`src/rtl/if_fetch_unit.sv`:
```
// ---------------------------------------------------------------------------
// if_fetch_unit
//   IF stage of the 5-stage MIPS pipeline. Owns the PC, issues inst_sram
//   reads, takes redirects from ID, and keeps an instruction hold buffer so a
//   synchronous-SRAM word returned while ID is stalled is not lost.
//   Also keeps free-running fetch/redirect event counters.
//
// Ports
//   clk, rst         clock, synchronous active-high reset
//   stall            pipeline stall vector (bit0=IF, bit1=ID, ...), 1=stop
//   br_bus           {br_e, br_addr[31:0]} from ID, same-cycle
//   inst_sram_*      instruction SRAM request (read-only) and read data
//   if_to_id_bus     {ce, pc} handed to the ID pipeline register
//   id_inst          instruction for ID: hold buffer or live SRAM data
//   fetch_cnt        accepted fetches
//   redirect_cnt     taken redirects
// ---------------------------------------------------------------------------
module if_fetch_unit #(
    parameter logic [31:0] RESET_PC = 32'hBFC0_0000,
    parameter int          STALL_W  = 6,
    parameter int          CNT_W    = 32
) (
    input  logic               clk,
    input  logic               rst,
    input  logic [STALL_W-1:0] stall,
    input  logic [32:0]        br_bus,
    output logic               inst_sram_en,
    output logic [3:0]         inst_sram_wen,
    output logic [31:0]        inst_sram_addr,
    output logic [31:0]        inst_sram_wdata,
    input  logic [31:0]        inst_sram_rdata,
    output logic [32:0]        if_to_id_bus,
    output logic [31:0]        id_inst,
    output logic [CNT_W-1:0]   fetch_cnt,
    output logic [CNT_W-1:0]   redirect_cnt
);

    typedef enum logic [1:0] {IDLE, RUN, HOLD} state_t;

    state_t      state;
    logic        ce;
    logic [31:0] pc;
    logic        hold_valid;
    logic [31:0] hold_inst;
    logic        rvalid;    // SRAM word for the previous request is present
    logic        id_ce;     // ce as captured by the ID pipeline register

    logic        br_e;
    logic [31:0] br_addr;
    logic [31:0] next_pc;

    assign br_e    = br_bus[32];
    assign br_addr = br_bus[31:0];
    assign next_pc = br_e ? br_addr : pc + 32'd4;

    // Only IF and ID stall bits matter here.
    logic unused_stall;
    assign unused_stall = &{1'b0, stall[STALL_W-1:2]};

    assign inst_sram_en    = ce & ~rst;
    assign inst_sram_wen   = 4'b0;
    assign inst_sram_addr  = pc;
    assign inst_sram_wdata = 32'b0;
    assign if_to_id_bus    = rst ? 33'b0 : {ce, pc};
    assign id_inst         = !id_ce     ? 32'b0 :
                             hold_valid ? hold_inst : inst_sram_rdata;

    always_ff @(posedge clk) begin
        if (rst) begin
            state        <= IDLE;
            ce           <= 1'b0;
            pc           <= RESET_PC - 32'd4;
            hold_valid   <= 1'b0;
            hold_inst    <= 32'b0;
            rvalid       <= 1'b0;
            id_ce        <= 1'b0;
            fetch_cnt    <= '0;
            redirect_cnt <= '0;
        end else begin
            rvalid <= inst_sram_en & ~stall[0];
            // ID register only loads when ID itself is not stalled.
            if (!stall[1])
                id_ce <= ce;

            case (state)
                IDLE: begin
                    if (!stall[0]) begin
                        ce    <= 1'b1;
                        pc    <= RESET_PC;
                        state <= RUN;
                    end
                end
                RUN, HOLD: begin
                    // A redirect is only honoured when IF advances; one seen
                    // under stall[0] must be re-presented by ID.
                    if (!stall[0]) begin
                        pc           <= next_pc;
                        fetch_cnt    <= fetch_cnt + CNT_W'(1);
                        redirect_cnt <= redirect_cnt + CNT_W'(br_e);
                    end
                    // Capture the returning word while ID cannot consume it;
                    // once held it is not overwritten until ID releases.
                    if (state == RUN && stall[1] && rvalid) begin
                        hold_inst  <= inst_sram_rdata;
                        hold_valid <= 1'b1;
                        state      <= HOLD;
                    end else if (state == HOLD && !stall[1]) begin
                        hold_valid <= 1'b0;
                        state      <= RUN;
                    end
                end
                default: state <= IDLE;
            endcase
        end
    end

endmodule
```
`config.mk`:
```
export PLATFORM = sky130hd
export DESIGN_NAME = if_fetch_unit
export DESIGN_NICKNAME = d
export VERILOG_FILES = /design/src/rtl/if_fetch_unit.sv
export SDC_FILE = /design/constraint.sdc
export NUM_CORES = 1
export LEC_CHECK = 0
export CORE_UTILIZATION = 28
export CTS_CLUSTER_DIAMETER = 30
export DETAILED_ROUTE_END_ITERATION = 16
export PLACE_DENSITY_LB_ADDON = 0.1
export SLEW_MARGIN = 20
export SYNTH_ARGS = -nofsm -noshare
export SYNTH_HDL_FRONTEND = slang
export SYNTH_SLANG_ARGS = --single-unit
```
`constraint.sdc`:
```
create_clock -name clk -period 2.6 [get_ports clk]
set_clock_uncertainty 0.1 [all_clocks]
set_input_delay 0.65 -clock clk [delete_from_list [all_inputs] [get_ports clk]]
set_output_delay 0.65 -clock clk [all_outputs]
set_load 0.005 [all_outputs]
```
==> results.sh, run 1 <==
export IMPL_die_area_sq_mm=0.0263
export IMPL_synth_seq_area_share_pct=37.3
export IMPL_layout_min_cycle_time_ps=2550
export IMPL_p_total_w=0.00550
export IMPL_wirelength_microns=22400
export IMPL_maxSlewViolCount=0
export IMPL_cts_max_path_buffers=2
export IMPL_fin_area_sq_mm=0.0107
export IMPL_drt_first_pass_iters=6
export IMPL_grt_pass1_wl_microns=36100
export IMPL_grt_use_total_pct=17.0
export IMPL_grt_pass1_vias=6698
export IMPL_cts_repair_resized=8
export IMPL_ys_top_cells_by_area="dfxtp_1, mux2i_1, xnor2_1"
export IMPL_rows=58
export IMPL_arrival_ps=1800
export IMPL_cp_required_ps=1850
export IMPL_antenna_left=0
export IMPL_synth_largest_area_cell="dfxtp_1"
export IMPL_min_path_type="reg -> reg"
export IMPL_timing_final_crit_share_pct=98.1
export IMPL_io_pins=271
export IMPL_die_h_microns=162
export IMPL_cts_sinks=134
export IMPL_timing_setup_tns_ps=0
export IMPL_num_antenna_cells=0
export IMPL_synth_cells=903
export IMPL_synth_cell_types=49
export IMPL_ctsHoldBuffers=0
export IMPL_hold_viol=0
export IMPL_p_leak_nw=4.14
export IMPL_vias=6933
export IMPL_fmax_mhz=392
export IMPL_layout_drive_gt1_share_pct=8.14
export IMPL_coreArea_sq_mm=0.0252
export IMPL_relSlewSlack_pct=55.8
export IMPL_die_w_microns=162
export IMPL_path_max_fanout=2
export IMPL_cts_clk_slew_worst_paths_ps=60
export IMPL_cts_made_buffers=17
export IMPL_power_density_mw_per_mm2=516
export IMPL_wl_per_cell_microns=15.0
export IMPL_holdWs_ps=352
export IMPL_criticalPathCategory="in -> out"
export IMPL_rsz0062_at_grt="false"
export IMPL_cts_tree="done"
export IMPL_layout_area_overhead_vs_synth_pct=48.2
export IMPL_layout_nets=1235
export IMPL_synth_top_area_share_pct=37.3
export IMPL_place_area_sq_mm=0.0100
export IMPL_worst_setup_path_start_kind="input port"
export IMPL_overflow=0
export IMPL_worst_slew_pin_slew_ps=663
export IMPL_synth_seq_cells=134
export IMPL_ir_worst_vdd_v=0.000427
export IMPL_dp_hpwl_microns=15800
export IMPL_syn_avg_cell_area_sq_um=7.96
export IMPL_grt_max_degree=61
export IMPL_setup_viol=0
export IMPL_place_gp_congestion=0.767
export IMPL_htree_levels=4
export IMPL_outcome="finished clean"
export IMPL_drt_iter0_markers=327
export IMPL_drc=0
export IMPL_critPathCaptureType="output port"
export IMPL_port_buffers=230
export IMPL_viasPerCell=4.63
export IMPL_post_cts_setup_buffer_count=0
export IMPL_start_util_pct=28.6
export IMPL_drv_cap=0
export IMPL_syn_area_sq_mm=0.00719
export IMPL_clk_latency_ps=410
export IMPL_yosys_warnings=0
export IMPL_antenna_found_initial=1
export IMPL_root_buffer="clkbuf_16"
-- kinds of logic (layout without fill, tap and decap cells) --
family / after synthesis / count (layout) / share of synthesized area (%)
adders and majority gates: 8 / 8 / 1.39
AOI/OAI and AO/OA: 126 / 126 / 10.6
xor gates and xnor gates: 68 / 68 / 8.28
buffers and inverters: 109 / 338 / 7.69
other: 1 / 36 / 0.0522
DFF: 134 / 134 / 37.3
and+or+nand+nor: 415 / 415 / 28.8
muxes: 42 / 42 / 5.85
-- state kept, by name, indices dropped and copies added (netlist names) --
register        count
fetch_cnt          32
hold_inst          32
inst_sram_addr     32
redirect_cnt       32
state               2
ce                  1
hold_valid          1
id_ce               1
rvalid              1
-- layout make-up --
class                   count  area, sq um
clock buffers              19          443
clock inverters            13          123
fillers                  2612        14500
inverters                  22         82.6
multi-input cells         695         4100
flip-flops and latches    134         2680
well taps                 330          413
repair buffers            284         2820
-- power breakdown --
| part | internal (W) | leakage (nW) | total, W | switching, W |
|---|---|---|---|---|
| logic | 0.000504 | 2.79 | 0.000932 | 0.000428 |
| clock network | 0.00135 | 0.266 | 0.00235 | 0.00100 |
| registers | 0.00212 | 1.09 | 0.00221 | 0.0000949 |
| total | 0.00397 | 4.14 | 0.00550 | 0.00153 |
-- metrics by stage --
stage,cells,util (%),setup WS [ps]
floorplan,938,-,306
global placement,1465,39.9,-68.2
detailed placement,1465,39.9,-60.4
CTS,1497,42.1,7.51
global route,1497,42.3,11.6
finish,1497,42.3,49.5
-- placed cells by master, fill, tap and decap left out, drive strengths merged, types with 5 or more instances in the layout --
master         instances
clkdlybuf4s50        198
dfxtp                134
nand2                107
nor2                  96
nor2b                 65
a21oi                 58
buf                   55
xnor2                 48
mux2i                 42
conb                  36
nand4                 31
o21ai                 27
nand3                 26
nor3                  25
inv                   25
dlymetal6s2s          23
nor4                  23
xor2                  20
clkbuf                19
and4                  10
and2                  10
or3                    9
a221oi                 9
ha                     8
dlygate4sd2            8
and3                   7
a22oi                  6
clkinv                 5
-- worst max-delay path, cell delays in order --
cell	delay, ps
clkdlybuf4s50_1	470
mux2i_1	70
nor2b_1	110
clkdlybuf4s50_1	500
-- Yosys cell counts, drive strengths merged --
master / number
o32ai: 1
and2: 10
a41oi: 1
a31oi: 4
nor4: 23
a221oi: 9
dfxtp: 134
and3: 7
clkbuf: 43
nor3: 25
nor2b: 65
and4: 10
a31o: 1
or4: 2
xnor2: 48
a211o: 1
o211a: 1
a2bb2oi: 4
o21ai: 27
xor2: 20
o21bai: 1
o31ai: 1
nand4: 31
a311o: 1
nand3: 26
or2: 2
ha: 8
conb: 1
nand3b: 2
nor2: 96
o211ai: 3
or3: 9
a21o: 1
inv: 22
o311ai: 3
a22oi: 6
nand2: 107
a211oi: 1
o32a: 1
a21oi: 58
mux2i: 42
o41ai: 1
buf: 44
-- final timing paths --
path / start / endpoint / slack (ps) / cells after the start
min: hold_inst[21] / hold_inst[21] / 350 / 2
max: inst_sram_rdata[18] / id_inst[18] / 50 / 4
max reg2reg: redirect_cnt[10] / redirect_cnt[28] / 280 / 6
min reg2reg: hold_inst[21] / hold_inst[21] / 350 / 2
-- metal layers --
| metal | wire (microns) | global-route usage [%] |
|---|---|---|
| met4 | 177 | 3.73 |
| met2 | 9850 | 26.7 |
| met5 | 13 | 0 |
| met1 | 11000 | 22.8 |
| met3 | 1390 | 5.16 |
Power figures use the tool's default switching activity.
==> run 2: changes to the inputs <==
- GPL_ROUTABILITY_DRIVEN: not set -> 0
==> results of run 2 <==
Same layout as run 1: the final DEF is identical, and so are final timing and power.
